$ cat src/rtl/hazard_pkg.sv
// Shared definitions for the hazard controller: forwarding-mux select codes
// and the stall FSM state encoding.
// Imported by hazard_ctrl_unit and hazard_stall_fsm.
package hazard_pkg;

  // EX operand mux selects
  localparam logic [1:0] FWD_RF  = 2'b00;  // operand from register file
  localparam logic [1:0] FWD_WB  = 2'b01;  // operand from the MEM/WB result
  localparam logic [1:0] FWD_MEM = 2'b10;  // operand from the EX/MEM result

  // Stall FSM states
  typedef enum logic {
    S_RUN   = 1'b0,
    S_STALL = 1'b1
  } state_t;

endpackage

$ cat src/rtl/hazard_stall_fsm.sv
// Load-use stall sequencer: turns a load-use hit into LOAD_STALL bubble cycles.
// Latency: stall is combinational in the detecting cycle; later stall cycles come from state.
// Backpressure: branch_taken aborts any pending stall; stall_cnt saturates at all-ones.
module hazard_stall_fsm
  import hazard_pkg::*;
#(
  parameter int LOAD_STALL = 1,
  parameter int CNT_W      = 16
) (
  input  logic             clk,
  input  logic             reset,
  input  logic             luh,
  input  logic             branch_taken,
  output logic             stall,
  output logic [CNT_W-1:0] stall_cnt
);

  state_t     state, state_nxt;
  logic [1:0] cnt, cnt_nxt;

  // State and remaining-stall counter
  always_ff @(posedge clk or posedge reset) begin
    if (reset) begin
      state <= S_RUN;
      cnt   <= 2'd0;
    end else begin
      state <= state_nxt;
      cnt   <= cnt_nxt;
    end
  end

  // Next-state and stall decision; a taken branch overrides everything
  always_comb begin
    state_nxt = state;
    cnt_nxt   = cnt;
    stall     = 1'b0;
    if (branch_taken) begin
      state_nxt = S_RUN;
      cnt_nxt   = 2'd0;
    end else begin
      case (state)
        S_RUN: begin
          if (luh) begin
            // The detecting cycle is already the first bubble
            stall = 1'b1;
            if (LOAD_STALL > 1) begin
              state_nxt = S_STALL;
              cnt_nxt   = 2'(LOAD_STALL - 1);
            end
          end
        end
        S_STALL: begin
          stall = 1'b1;
          if (cnt == 2'd1) begin
            state_nxt = S_RUN;
            cnt_nxt   = 2'd0;
          end else begin
            cnt_nxt = cnt - 2'd1;
          end
        end
        default: begin
          state_nxt = S_RUN;
          cnt_nxt   = 2'd0;
        end
      endcase
    end
    // Keep the pipeline running while reset is held, whatever the inputs show
    if (reset) begin
      stall = 1'b0;
    end
  end

  // Saturating count of stall cycles
  always_ff @(posedge clk or posedge reset) begin
    if (reset) begin
      stall_cnt <= '0;
    end else if (stall && (stall_cnt != {CNT_W{1'b1}})) begin
      stall_cnt <= stall_cnt + {{(CNT_W-1){1'b0}}, 1'b1};
    end
  end

endmodule

$ cat src/rtl/hazard_ctrl_unit.sv
// Hazard detection and forwarding control for the 5-stage core, beside ID.
// Latency: stall/flush outputs combinational; forwarding selects registered (valid when consumer is in EX).
// Backpressure: load-use holds PC and IF/ID and bubbles ID/EX; taken branch flushes IF/ID and ID/EX.
module hazard_ctrl_unit
  import hazard_pkg::*;
#(
  parameter int REG_AW             = 5,
  parameter int LOAD_STALL         = 1,
  parameter int ZERO_REG_HARDWIRED = 1,
  parameter int CNT_W              = 16
) (
  input  logic              clk,
  input  logic              reset,
  input  logic [REG_AW-1:0] id_rs,
  input  logic [REG_AW-1:0] id_rt,
  input  logic              id_rs_used,
  input  logic              id_rt_used,
  input  logic [REG_AW-1:0] ex_rd,
  input  logic              ex_wr_en,
  input  logic              ex_is_load,
  input  logic              branch_taken,
  output logic              pc_we,
  output logic              ifid_we,
  output logic              ifid_flush,
  output logic              idex_flush,
  output logic [1:0]        fwd_a,
  output logic [1:0]        fwd_b,
  output logic [CNT_W-1:0]  stall_cnt
);

  logic [REG_AW-1:0] mem_rd;
  logic              mem_we;
  logic              rs_ex_hit, rt_ex_hit, rs_mem_hit, rt_mem_hit;
  logic              luh, stall;
  logic [1:0]        fwd_a_nxt, fwd_b_nxt;

  // Tag equality, ignoring the hardwired zero register when enabled
  function automatic logic tag_match(input logic [REG_AW-1:0] x, input logic [REG_AW-1:0] y);
    return (x == y) && !((ZERO_REG_HARDWIRED != 0) && (y == '0));
  endfunction

  // Tag compares against the EX producer and the MEM shadow
  always_comb begin
    rs_ex_hit  = id_rs_used && tag_match(id_rs, ex_rd);
    rt_ex_hit  = id_rt_used && tag_match(id_rt, ex_rd);
    rs_mem_hit = id_rs_used && mem_we && tag_match(id_rs, mem_rd);
    rt_mem_hit = id_rt_used && mem_we && tag_match(id_rt, mem_rd);
    luh        = ex_is_load && ex_wr_en && (rs_ex_hit || rt_ex_hit);
  end

  hazard_stall_fsm #(
    .LOAD_STALL (LOAD_STALL),
    .CNT_W      (CNT_W)
  ) u_stall_fsm (
    .clk          (clk),
    .reset        (reset),
    .luh          (luh),
    .branch_taken (branch_taken),
    .stall        (stall),
    .stall_cnt    (stall_cnt)
  );

  // Pipeline enables and flushes; gated by reset so outputs show reset values at once
  always_comb begin
    pc_we      = !stall;
    ifid_we    = !stall;
    idex_flush = !reset && (stall || branch_taken);
    ifid_flush = !reset && branch_taken;
  end

  // Forwarding select for the instruction about to enter EX; EX producer wins over MEM.
  // Loads are excluded from EX forwarding: their data only exists after MEM.
  always_comb begin
    fwd_a_nxt = FWD_RF;
    fwd_b_nxt = FWD_RF;
    if (rs_ex_hit && ex_wr_en && !ex_is_load) begin
      fwd_a_nxt = FWD_MEM;
    end else if (rs_mem_hit) begin
      fwd_a_nxt = FWD_WB;
    end
    if (rt_ex_hit && ex_wr_en && !ex_is_load) begin
      fwd_b_nxt = FWD_MEM;
    end else if (rt_mem_hit) begin
      fwd_b_nxt = FWD_WB;
    end
  end

  // MEM-stage shadow of the EX destination, refreshed every cycle (bubbles carry wr_en=0)
  always_ff @(posedge clk or posedge reset) begin
    if (reset) begin
      mem_rd <= '0;
      mem_we <= 1'b0;
    end else begin
      mem_rd <= ex_rd;
      mem_we <= ex_wr_en;
    end
  end

  // Registered selects; a bubble enters EX on stall or branch flush, so no forwarding then
  always_ff @(posedge clk or posedge reset) begin
    if (reset) begin
      fwd_a <= FWD_RF;
      fwd_b <= FWD_RF;
    end else if (stall || branch_taken) begin
      fwd_a <= FWD_RF;
      fwd_b <= FWD_RF;
    end else begin
      fwd_a <= fwd_a_nxt;
      fwd_b <= fwd_b_nxt;
    end
  end

endmodule
$ cat config.mk
export PLATFORM = sky130hd
export DESIGN_NAME = hazard_ctrl_unit
export DESIGN_NICKNAME = d
export VERILOG_FILES = /design/src/rtl/hazard_pkg.sv /design/src/rtl/hazard_stall_fsm.sv /design/src/rtl/hazard_ctrl_unit.sv
export SDC_FILE = /design/constraint.sdc
export NUM_CORES = 1
export LEC_CHECK = 0
export ABC_CLOCK_PERIOD_IN_PS = 1860
export CORE_MARGIN = 3
export CORE_UTILIZATION = 45
export DETAILED_ROUTE_END_ITERATION = 10
export DONT_BUFFER_PORTS = 1
export GPL_ROUTABILITY_DRIVEN = 0
export REMOVE_ABC_BUFFERS = 1
export SYNTH_ARGS = -nofsm -noshare
export SYNTH_HDL_FRONTEND = slang
export SYNTH_SLANG_ARGS = --single-unit
$ cat constraint.sdc
create_clock -name clk -period 1.86 [get_ports clk]
set_clock_uncertainty 0.2 [all_clocks]
set_input_delay 0.186 -clock clk [delete_from_list [all_inputs] [get_ports clk]]
set_output_delay 0.186 -clock clk [all_outputs]
set_load 0.005 [all_outputs]
==> summary.txt <==
Outcome
  – Status: completed

Worst setup path
  – Worst Path Buf+Inv: 1
  – Largest incremental delay on the critical path: about 0.31 ns
  – Setup crit start kind: primary input
  – Crit path required time: roughly 1.5 ns
  – Cell family with most CP delay: simple AND/OR/NAND/NOR gates
  – Critical path class: in2out
  – Critical Path End Type: primary output
  – Slowest CP cell: nor4_1
  – CP max FO: 4
  – Worst EP arrival: between 1 and 1.5 ns
  – Worst-path cell chain: xor2_1 -> nor4_1 -> and3_2 -> o211ai_1 -> buf_4 -> a31oi_4

Power
  – Final Total Pwr: 0.001234 W
  – Worst VDD drop: approximately 0.42 mV
  – Static leakage: between 1 and 1.5 nW
  – Power Density: approximately 550 nW/um2

Finish
  – Post-layout util: between 60% and 70%
  – Finished Layout Cells: around 250
  – Final Cell Area: about 2200 um2
  – Post-layout net count: roughly 230
  – # fillers: 268
  – Share of layout cells above drive strength 1: about 30%
  – Ant diodes: 0
  – Synthesis-to-layout area growth: 37.29%

Detailed routing
  – Drt wl/cell: 15.76 um
  – Final wirelength: 4004 um
  – Iteration-0 DRC Markers: 34
  – Remaining antenna violation count: 0
  – Remaining DRCs: 0
  – Vias/cell: around 5.4
  – DR pass1 iterations: 4
  – Vias: 1364

Clock tree
  – Clk_lat worst skew: between 0.3 and 0.4 ns
  – Num CTS Buffers: 5
  – CTS clock-pin slew for the worst setup and hold paths: about 0.090 ns
  – Largest buffer count on any clock path: 2
  – Clock sink total: 29
  – CTS tree: done
  – H-tree depth: 2
  – Root buf cell: clkbuf_4

Synth
  – Distinct cell type count after synthesis: 35
  – Post-Syn Area: 1634 um2
  – Synth warn: 0
  – Synth Register Bits: 29
  – Avg Synthesized Cell Area: about 11 um2
  – Sequential cell area fraction in the yosys report: between 40% and 50%
  – Post-Syn Instances: between 150 and 200

Min path
  – Worst hold path class: in2reg

Die
  – Die H: about 66 um
  – Die width: ~66 um
  – Initial Util: a little under half
  – # IOs: 46
  – Cell Rows: 21
  – Die area: 4390 um2
  – CORE AREA: between 3000 and 4000 um2

STA
  – Final setup fails: 0
  – RSZ-0062 raised after global routing: no
  – Setup TNS: 0 ns
  – Part of the cycle the worst path needs: between 90 and 100%
  – Fin crit period: 1.805 ns
  – Hold Fails Final Rpt: 0
  – Max Slew Vio Count: 0
  – Slew @ Worst Pin: between 0.3 and 0.4 ns
  – Max Fclk: about 550 MHz
  – Worst slew margin: between 70% and 80%

Global routing
  – Vias in the first global route: 1511
  – Largest net degree at the start of global routing: 30
  – Tot GR Track Use: between 20% and 30%
  – Congestion Overflow GR: 0
  – First-pass GRT wire length: ~6800 um
  – Antenna violations before repair: 0

Flow run
  – Max Cap Viol: 0

Place
  – Placed inst area: ~1900 um2
  – Placed Cells: approximately 220
  – Detailed Place HPWL: between 2000 and 3000 um
  – I/O Buffers: 0
## logic make-up after synthesis
logic type | share of synthesized area [%]
and+or+nand+nor | 16.77
xor gates and xnor gates | 18.22
DFF | 44.41
AOI/OAI and AO/OA | 13.71
buffers and inverters | 2.756
muxes | 2.603
adders and majority gates | 1.531
## through the flow
step,hold WS (ns),setup slack [ns]
after floorplan,0.01743,-0.4293
after global placement,-0.006860,-0.04681
after detailed placement,-0.004914,-0.1066
after CTS,0.003626,0.008222
after global routing,0.02159,0.002256
final,0.01945,0.05472
## cell type report
| class | instances | area, um2 | share of cell area [%] |
|---|---|---|---|
| inverters | 6 | 22.52 | 1.004 |
| multi-input cells | 117 | 958.4 | 42.72 |
| repair buffers | 48 | 407.9 | 18.18 |
| well taps | 46 | 57.56 | 2.566 |
| clock buffers | 7 | 65.06 | 2.900 |
| flip-flops and latches | 29 | 726.9 | 32.40 |
| clock inverters | 1 | 5.005 | 0.2231 |
## cells in the final DEF, fill, tap and decap left out, types with 2 or more instances in the layout
cell	netlist	layout
nand3_1	5	4
dlygate4sd3_1	0	19
inv_2	0	2
clkbuf_4	0	5
nor2_1	9	8
a31oi_4	0	2
nand4_1	4	4
xor2_1	20	20
a21oi_2	0	2
and3_1	6	6
mux2_1	2	2
inv_1	6	4
and3_2	2	2
mux2i_1	2	2
xnor2_1	14	14
o21ai_1	2	2
nor4_1	4	4
clkbuf_8	0	2
or4_1	2	2
a211oi_1	2	2
o211ai_1	3	3
dfrtp_1	29	28
nand2_1	9	8
o211ai_2	7	6
nor3_1	7	7
buf_4	1	29
## sequential cells by signal (all words and copies together), names as in the netlist
signal and count:
u_stall_fsm.stall_cnt 16, fwd_b 2, fwd_a 2, u_stall_fsm.cnt 2, mem_we 1, mem_rd 5
u_stall_fsm.state 1
## path summary, 6_finish.rpt
kind                                           start                        end  slack [ns]  cells past startpoint
min                                         id_rs[3]                   fwd_a[0]        0.02                      4
min reg2reg                u_stall_fsm.stall_cnt[11]  u_stall_fsm.stall_cnt[11]        0.37                      2
max                                         ex_rd[4]                 idex_flush        0.05                      6
min in group asynchronous                      reset         u_stall_fsm.cnt[0]        0.28                      3
max in group asynchronous                      reset          u_stall_fsm.state        0.89                      3
max reg2reg                 u_stall_fsm.stall_cnt[5]  u_stall_fsm.stall_cnt[13]        0.08                      6
## power breakdown
group          switching (W)  internal (W)  leakage [nW]
registers          0.0000140      0.000643         0.389
logic              0.0000708     0.0000733         0.578
clock network       0.000214      0.000219        0.0413
## cells in the mapped netlist, drive strengths merged
library cell | number | area, um2
or4 | 2 | 15.01
nor2 | 9 | 33.78
a21boi | 1 | 7.510
a211oi | 2 | 15.01
and2 | 1 | 6.260
mux2i | 2 | 20.02
nand2 | 9 | 33.78
and3 | 8 | 52.55
xnor2 | 14 | 122.6
nand3 | 5 | 25.02
a21oi | 3 | 15.01
inv | 6 | 22.52
nor4 | 4 | 25.02
o211a | 1 | 17.52
o21ai | 4 | 23.77
xor2 | 20 | 175.2
buf | 3 | 22.52
nor2b | 1 | 6.260
o2111ai | 1 | 15.01
o211ai | 10 | 110.1
nor3 | 7 | 35.03
ha | 2 | 25.02
nor3b | 1 | 7.510
and4 | 1 | 8.760
o21a | 1 | 7.510
nand4 | 4 | 25.02
mux2 | 2 | 22.52
a31oi | 2 | 12.51
dfrtp | 29 | 725.7
## metal layers
layer	up-vias	global-route usage (%)	share of wire (%)
met5	-	0	0
met4	0	8.376	2.1
met3	10	7.653	6.1
met2	39	34.57	52
met1	657	23.44	40
li1	658	-	-
## worst register-to-register path: stages (launching register included)
cell	delay (ns)
dfrtp_1	0.36
and4_4	0.26
nand4_1	0.14
a31oi_4	0.26
nand3_4	0.13
a21boi_2	0.17
xor2_1	0.17
## timing repair
action / CTS / global route
resized for setup: 5 / 17
setup buffers: 1 / 2
hold buffers: 19 / 0
pin swaps: 1 / 8
endpoints found under the setup margin: 5 / 7
endpoints found under the hold margin: 44 / 0
gates cloned: 0 / 0
Note: power is estimated with default switching activity, not from simulation.
